--- src/rtl/register_writeback_queue.sv ---
// Purpose: in-order FIFO of register-file writes with newest-value bypass lookup.
// Latency: push at edge N is presented on writeRegister/writeValue during cycle N->N+1.
// Backpressure: inReady drops when full; stall holds the head entry without popping.
module register_writeback_queue #(
  parameter int RegisterSize      = 32,
  parameter int AmountOfRegisters = 16,
  parameter int Depth             = 4
) (
  input  logic                                 clk,
  input  logic                                 reset,
  input  logic                                 inValid,
  output logic                                 inReady,
  input  logic [$clog2(AmountOfRegisters)-1:0] inRegister,
  input  logic [RegisterSize-1:0]              inValue,
  input  logic                                 stall,
  output logic                                 writeEnable,
  output logic [$clog2(AmountOfRegisters)-1:0] writeRegister,
  output logic [RegisterSize-1:0]              writeValue,
  input  logic [$clog2(AmountOfRegisters)-1:0] lookupRegister,
  output logic                                 lookupHit,
  output logic [RegisterSize-1:0]              lookupValue,
  output logic [$clog2(Depth+1)-1:0]           count,
  output logic                                 full,
  output logic                                 empty
);

  localparam int IW = $clog2(AmountOfRegisters);
  localparam int PW = $clog2(Depth);
  localparam int CW = $clog2(Depth + 1);

  logic [IW-1:0]           r_reg [Depth];
  logic [RegisterSize-1:0] r_val [Depth];
  logic [PW-1:0]           r_wr_ptr;
  logic [PW-1:0]           r_rd_ptr;
  logic [CW-1:0]           r_count;

  logic                    w_push;
  logic                    w_pop;
  logic                    w_hit;
  logic [RegisterSize-1:0] w_lval;
  logic [PW-1:0]           w_idx;

  // Status flags come straight from the registered occupancy count.
  assign full        = (r_count == CW'(Depth));
  assign empty       = (r_count == '0);
  assign count       = r_count;
  assign inReady     = !full;
  assign writeEnable = !empty && !stall;

  assign w_push = inValid && inReady;
  assign w_pop  = writeEnable;

  assign writeRegister = empty ? '0 : r_reg[r_rd_ptr];
  assign writeValue    = empty ? '0 : r_val[r_rd_ptr];
  assign lookupHit     = w_hit;
  assign lookupValue   = w_lval;

  // Walk occupied entries oldest to newest so the newest match overrides older ones.
  always_comb begin
    w_hit  = 1'b0;
    w_lval = '0;
    w_idx  = '0;
    for (int i = 0; i < Depth; i++) begin
      w_idx = r_rd_ptr + PW'(i);
      if ((CW'(i) < r_count) && (r_reg[w_idx] == lookupRegister)) begin
        w_hit  = 1'b1;
        w_lval = r_val[w_idx];
      end
    end
  end

  // Entry storage: written at the write pointer on an accepted push.
  always_ff @(posedge clk or negedge reset) begin
    if (!reset) begin
      for (int i = 0; i < Depth; i++) begin
        r_reg[i] <= '0;
        r_val[i] <= '0;
      end
    end else if (w_push) begin
      r_reg[r_wr_ptr] <= inRegister;
      r_val[r_wr_ptr] <= inValue;
    end
  end

  // Pointers wrap naturally at Depth (power of two); count separates full from empty.
  always_ff @(posedge clk or negedge reset) begin
    if (!reset) begin
      r_wr_ptr <= '0;
      r_rd_ptr <= '0;
      r_count  <= '0;
    end else begin
      if (w_push) r_wr_ptr <= r_wr_ptr + PW'(1);
      if (w_pop)  r_rd_ptr <= r_rd_ptr + PW'(1);
      if (w_push && !w_pop)      r_count <= r_count + CW'(1);
      else if (w_pop && !w_push) r_count <= r_count - CW'(1);
    end
  end

endmodule

--- config.mk ---
export PLATFORM = sky130hd
export DESIGN_NAME = register_writeback_queue
export DESIGN_NICKNAME = d
export VERILOG_FILES = /design/src/rtl/register_writeback_queue.sv
export SDC_FILE = /design/constraint.sdc
export NUM_CORES = 1
export LEC_CHECK = 0
export BUFFER_PORTS_ARGS = -buffer_cell sky130_fd_sc_hd__buf_4
export CAP_MARGIN = 5
export CORE_UTILIZATION = 55
export DETAILED_ROUTE_END_ITERATION = 6
export GPL_ROUTABILITY_DRIVEN = 1
export GPL_TIMING_DRIVEN = 0
export PLACE_DENSITY = 0.77
export SETUP_SLACK_MARGIN = 0.5
export SYNTH_ARGS = -nofsm -noshare
export SYNTH_HDL_FRONTEND = slang
export SYNTH_SLANG_ARGS = --single-unit
--- constraint.sdc ---
create_clock -name clk -period 7.9 [get_ports clk]
set_clock_uncertainty 0.15 [all_clocks]
set_input_delay 0.79 -clock clk [delete_from_list [all_inputs] [get_ports clk]]
set_output_delay 0.79 -clock clk [all_outputs]
set_load 0.02 [all_outputs]
==> results of run 1 <==
==> cell usage after synthesis (all sizes together) (8+ instances only) <==
| cell type | instances |
|---|---|
| clkbuf | 56 |
| nand2 | 88 |
| a21oi | 50 |
| dfrtp | 151 |
| buf | 21 |
| inv | 8 |
| nor2 | 89 |
| o211ai | 33 |
| ha | 9 |
| o221a | 15 |
| o221ai | 17 |
| xnor2 | 15 |
| o21ai | 49 |
| mux2 | 226 |
| nor2b | 19 |
| mux2i | 67 |
| mux4 | 15 |
| o31ai | 15 |
==> final timing paths <==
path                       slack (ns)               to   startpoint  depth (start not counted)
max                              2.73  lookupValue[26]  r_rd_ptr[0]                         11
max reg2reg                      4.76       r_val[113]     count[0]                          8
max in group asynchronous        6.55         r_val[2]        reset                          2
min reg2reg                      0.38       r_val[110]   r_val[110]                          1
min in group clk                 0.38       r_val[110]   r_val[110]                          1
min                              0.16        r_val[57]        reset                          1
==> worst register-to-register path: stages (launching register included) <==
cell	delay, ns
dfrtp_1	0.47
inv_1	0.12
ha_1	0.16
nand2_1	0.07
and2_1	0.16
clkbuf_1	0.19
nand2_1	0.43
clkbuf_1	0.86
mux2_2	0.42
==> through the flow <==
step / std cells / worst slack (ns)
after floorplan: 961 / 4.19
after global placement: 1309 / 3.41
after detailed placement: 1310 / 3.39
after CTS: 1340 / 2.88
after global routing: 1340 / 2.61
final: 1340 / 2.73
==> metal layers <==
layer,up-vias,GRT usage (%)
met3,106,5.26
met1,4312,43.4
met5,-,0
li1,3783,-
met4,0,13.8
met2,586,53.9
==> area by class of cell <==
| type | count | share of cell area (%) |
|---|---|---|
| Inverter | 8 | 0.254 |
| Clock inverter | 12 | 0.710 |
| Tap cell | 229 | 2.43 |
| Buffer | 77 | 2.68 |
| Clock buffer | 18 | 3.63 |
| Timing Repair Buffer | 120 | 7.83 |
| Multi-Input combinational cell | 725 | 50.5 |
| Sequential cell | 151 | 32.0 |
==> logic make-up after synthesis <==
group,count (synthesis)
XOR/XNOR,22
AO/OA/AOI/OAI,182
AND/OR/NAND/NOR,204
multiplexers,308
flip-flops,151
buffers and inverters,85
adder cells (fa/ha/maj),9
==> results.md, run 1 <==
* Delay-heaviest family, CP: buffers and inverters
* Pin slew with the least headroom to its limit at 1.07 ns
* Nets at 1153
* Register area share after synthesis at 37.5%
* Vias at 8787
* Yosys reg bits at 151
* Slowest stage delay, CP at 0.54 ns
* RSZ-0062 raised after global routing: false
* Layout cells sized above 1 at 37.4%
* First-pass GRT wire length at 46800 microns
* Core area at 18000 sq um
* Slew HR at 28.6%
* H-tree levels at 4
* Pin count of the biggest net entering global routing at 97
* Gate Count Post-Synth at 961
* Compound-cell area share of the yosys netlist at 12.5%
* Cts hold-fix bufs at 0
* Clk buf depth at 2
* Area delta synth->final at 17.1%
* Commonest cells after routing, fill and taps aside: mux2_2 (226), dfrtp_1 (151), buf_4 (118)
* Critical Path Fanout Max at 10
* Synth top area share at 37.5%
* Startpoint types: register
* Cells along the critical path: buf_6 -> buf_1 -> mux4_2 -> xor2_1 -> nor2_1 -> and4_1 -> clkbuf_1 -> clkbuf_1 -> o211ai_1 -> o221ai_1 -> buf_4
* Max Cap Viol at 0
* Most common cell type on the critical path: clkbuf_1
* Total die area at 18900 sq um
* EDFF count, synth at 0
* Main area contributors after synthesis: dfrtp_1 (37%), mux2_2 (25%), mux2i_1 (6.6%), nor2_1 (3.3%), nand2_1 (3.3%)
* Final core utilization at 65.8%
* Number of vias per cell at 6.56
* Synthesized cell area at 10100 sq um
* Routability Congestion at 0.951
* Nature of the critical path endpoint: output pin
* Post-CTS resize count at 0
* Post-Route Setup TNS at 0 ns
* Syn Area/Cell at 10.5 sq um
* Synth Warn # at 0
* Commonest register cell after synthesis: dfrtp_1
* Commonest non-fill, non-tap cell in the layout: mux2_2
* Synth area leader: dfrtp_1
* Detailed Place HPWL at 20900 microns
* Number of fill cells at 1394
* Final wirelength at 30200 microns
* Tcrit/Tclk final at 65.5%
* Initial DRC Count at 912
* CTS tree: done
* DR WL met2 at 14300 microns
* Wirelength per Cell at 22.6 microns
* Multiplexer share of the synthesized area at 35.3%
* WP data arrival at 4.23 ns
* Final Slew Violations at 0
* Distinct cells, synth at 35
* Worst path bufs/invs at 5
* Clock root cell: clkbuf_16
* Final setup fails at 0
* Post-DP Area at 11300 sq um
* Main combinational cell family by area after synthesis: multiplexers
* Run status: finished, final reports clean
* CTS clk-pin slew, worst paths at 0.06 ns
* Final Cell Area at 11800 sq um
* Fmax at 0.193 GHz
* Max reg flops at 128
* DRT met1 WL at 12100 microns
* Min Clock Period, post-route at 5.17 ns
* Die width at 137 microns
* Simple-Gate Fraction of Synth Area at 8.25%
* DRC at 0
* Multi-input gate area at 5960 sq um
* Post-CTS Setup Repair Bufs at 0
* Total CTS buffers at 17
* Starting Density at 56.2%
* Post-DRT Antenna Nets at 0
* HP Class: input port to asynchronous set/reset pin
* CTS Sinks at 151
* Num ports at 120
* Synth Area in XOR/XNOR at 1.91%
* Diode count at 0
* Port buffer count at 119
* Highest routed layer: met4
* Register area at 3780 sq um
* Antenna violations before repair at 0
* Final hold violation count at 0
* WHS at 0.159 ns
* Asr flop ratio synth at 100%
* Critical Path RT at 6.96 ns
* CP max-delay cell: clkbuf_1
* Rows at 49
* Vias in the first global route at 8560
* Post-Syn Nets at 1014
* Tot GR Track Use at 33.0%
* GRT Residual Overflow at 0
* WS Path Type: register to output pin
* Worst skew pair latency at 0.43 ns
* DR pass1 iterations at 6
* Met3 routed WL at 2900 microns
* Die Y-Extent at 137 microns
* Adder-Cell Fraction of Synth Area at 1.12%
Power of run 1 is not shown: default switching activity piles up to over one toggle a cycle in this logic, so the estimate is an artifact.
==> inputs of run 2 (changes only) <==
Clock period 7.9 ns to 5.3 ns, I/O delays scaled along.
==> run 2 against run 1 <==
Against the previous run:
- the run now ends with design-rule violations left
- non-clock buffer count rose by 1
- setup slack worse by 2.0 ns
- routed wire length rose by 0.44%
- final cell count about the same
- sequential cell count unchanged
- register-to-register slack worse by 2.6 ns
- worst hold slack gained 0.042 ns
- highest routed layer unchanged
==> results.md, run 2 (same netlist as run 1, synthesis figures left out) <==
* Run status: finished, violations left
* Failing checks: design-rule violations
* Max Cap Viol at 0
* HP Class: input port to register
* Vias in the first global route at 8560
* Max reg flops at 128
* CTS Sinks at 151
* Initial DRC Count at 1032
* Critical Path RT at 4.62 ns
* Critical Path Fanout Max at 10
* Placement Setup Slack at 1.05 ns
* CTS tree: done
* Min Clock Period, post-route at 4.58 ns
* Number of vias per cell at 6.52
* Post-Route Setup TNS at 0 ns
* Layout cells sized above 1 at 37.6%
* Die width at 137 microns
* Worst skew pair latency at 0.43 ns
* Critical Path Source: r_rd_ptr[1]
* Wirelength per Cell at 22.6 microns
* Final Slew Violations at 0
* Final setup fails at 0
* Final wirelength at 30400 microns
* WS Path Type: register to output pin
* First-pass GRT wire length at 46800 microns
* DRC at 3
* Pin count of the biggest net entering global routing at 97
* Worst R2R Setup Slack at 2.17 ns
* Tot GR Track Use at 33.0%
* Area delta synth->final at 17.2%
* RSZ-0062 raised after global routing: false
* Clock root cell: clkbuf_16
* Num ports at 120
* Reg2reg start: count[0]
* Clk buf depth at 2
* Post-DRT Antenna Nets at 0
* Total CTS buffers at 17
* CTS clk-pin slew, worst paths at 0.06 ns
* Tcrit/Tclk final at 86.4%
* Antenna violations before repair at 0
* Nets at 1154
* Rows at 49
* Port buffer count at 119
* WP data arrival at 3.90 ns
* Post-route setup slack at 0.719 ns
* Diode count at 0
* H-tree levels at 4
* DR pass1 iterations at 7
* Final hold violation count at 0
* GRT Residual Overflow at 0
* Die Y-Extent at 137 microns
* Starting Density at 56.2%
* Post-CTS Setup Repair Bufs at 0
* Startpoint types: register
* Vias at 8742
* Detailed Place HPWL at 20900 microns
* Commonest cells after routing, fill and taps aside: mux2_2 (226), dfrtp_1 (151), buf_4 (118)
* Commonest non-fill, non-tap cell in the layout: mux2_2
* Number of fill cells at 1392
* Total die area at 18900 sq um
* HP Start: inValue[18]
* Core area at 18000 sq um
* Slew HR at 28.6%
* Pin slew with the least headroom to its limit at 1.07 ns
* Fmax at 0.218 GHz
* Routability Congestion at 0.951
* Nature of the critical path endpoint: output pin
[run 2: cell types whose count changed in the layout (fill, tap and decap cells not counted)]
cell,previous run,this run
dlygate4sd3_1,0,1
clkbuf_2,0,2
buf_1,9,8
clkbuf_1,57,56
[run 2: critical path: stages, from the launching register on]
cell	delay (ns)
dfrtp_1	0.34
clkbuf_1	0.45
clkbuf_1	0.51
buf_1	0.60
buf_2	0.48
mux2i_1	0.17
nand2_1	0.09
o21ai_0	0.07
nor2b_1	0.15
o31ai_1	0.37
buf_4	0.22
[run 2: worst paths after layout]
kind	end	cells after the start
max	lookupValue[9]	10
min	r_val[50]	2
max reg2reg	r_val[113]	8
min reg2reg	r_val[110]	1
max in group asynchronous	r_val[36]	3
min in group asynchronous	r_val[57]	2
[run 2: final cells by class]
type	instances	area, sq um	share of cell area [%]
tap	229	287	2.42
inverter	8	30.0	0.254
sequential	151	3780	32.0
buffer	77	319	2.70
timing repair buffer	121	935	7.90
clock inverter	12	83.8	0.709
multi-input combinational	725	5960	50.4
clock buffer	18	429	3.63
[run 2: layer usage]
metal	part of all wire, %	up-vias	global-route usage, %
met4	3.0	0	13.8
li1	-	3781	-
met1	41	4297	43.4
met2	47	573	53.9
met3	9.3	91	5.26
met5	0	-	0
[run 2: what timing repair did]
item | CTS | global route
hold buffers | 1 | 0
resized for setup | 0 | 3
endpoints found under the setup margin | 0 | 30
endpoints found under the hold margin | 55 | 0
[run 2: stage by stage]
stage                     hold WS (ns)  instance area, sq um  utilization (%)  std cells
after floorplan                 0.0844                 10100                -        961
after global placement           0.353                 11300             62.7       1309
after detailed placement         0.362                 11300             62.9       1310
after CTS                        0.200                 11800             65.8       1341
after global routing             0.199                 11800             65.8       1341
final                            0.201                 11800             65.8       1341
Power of run 2 is left out for the same reason.
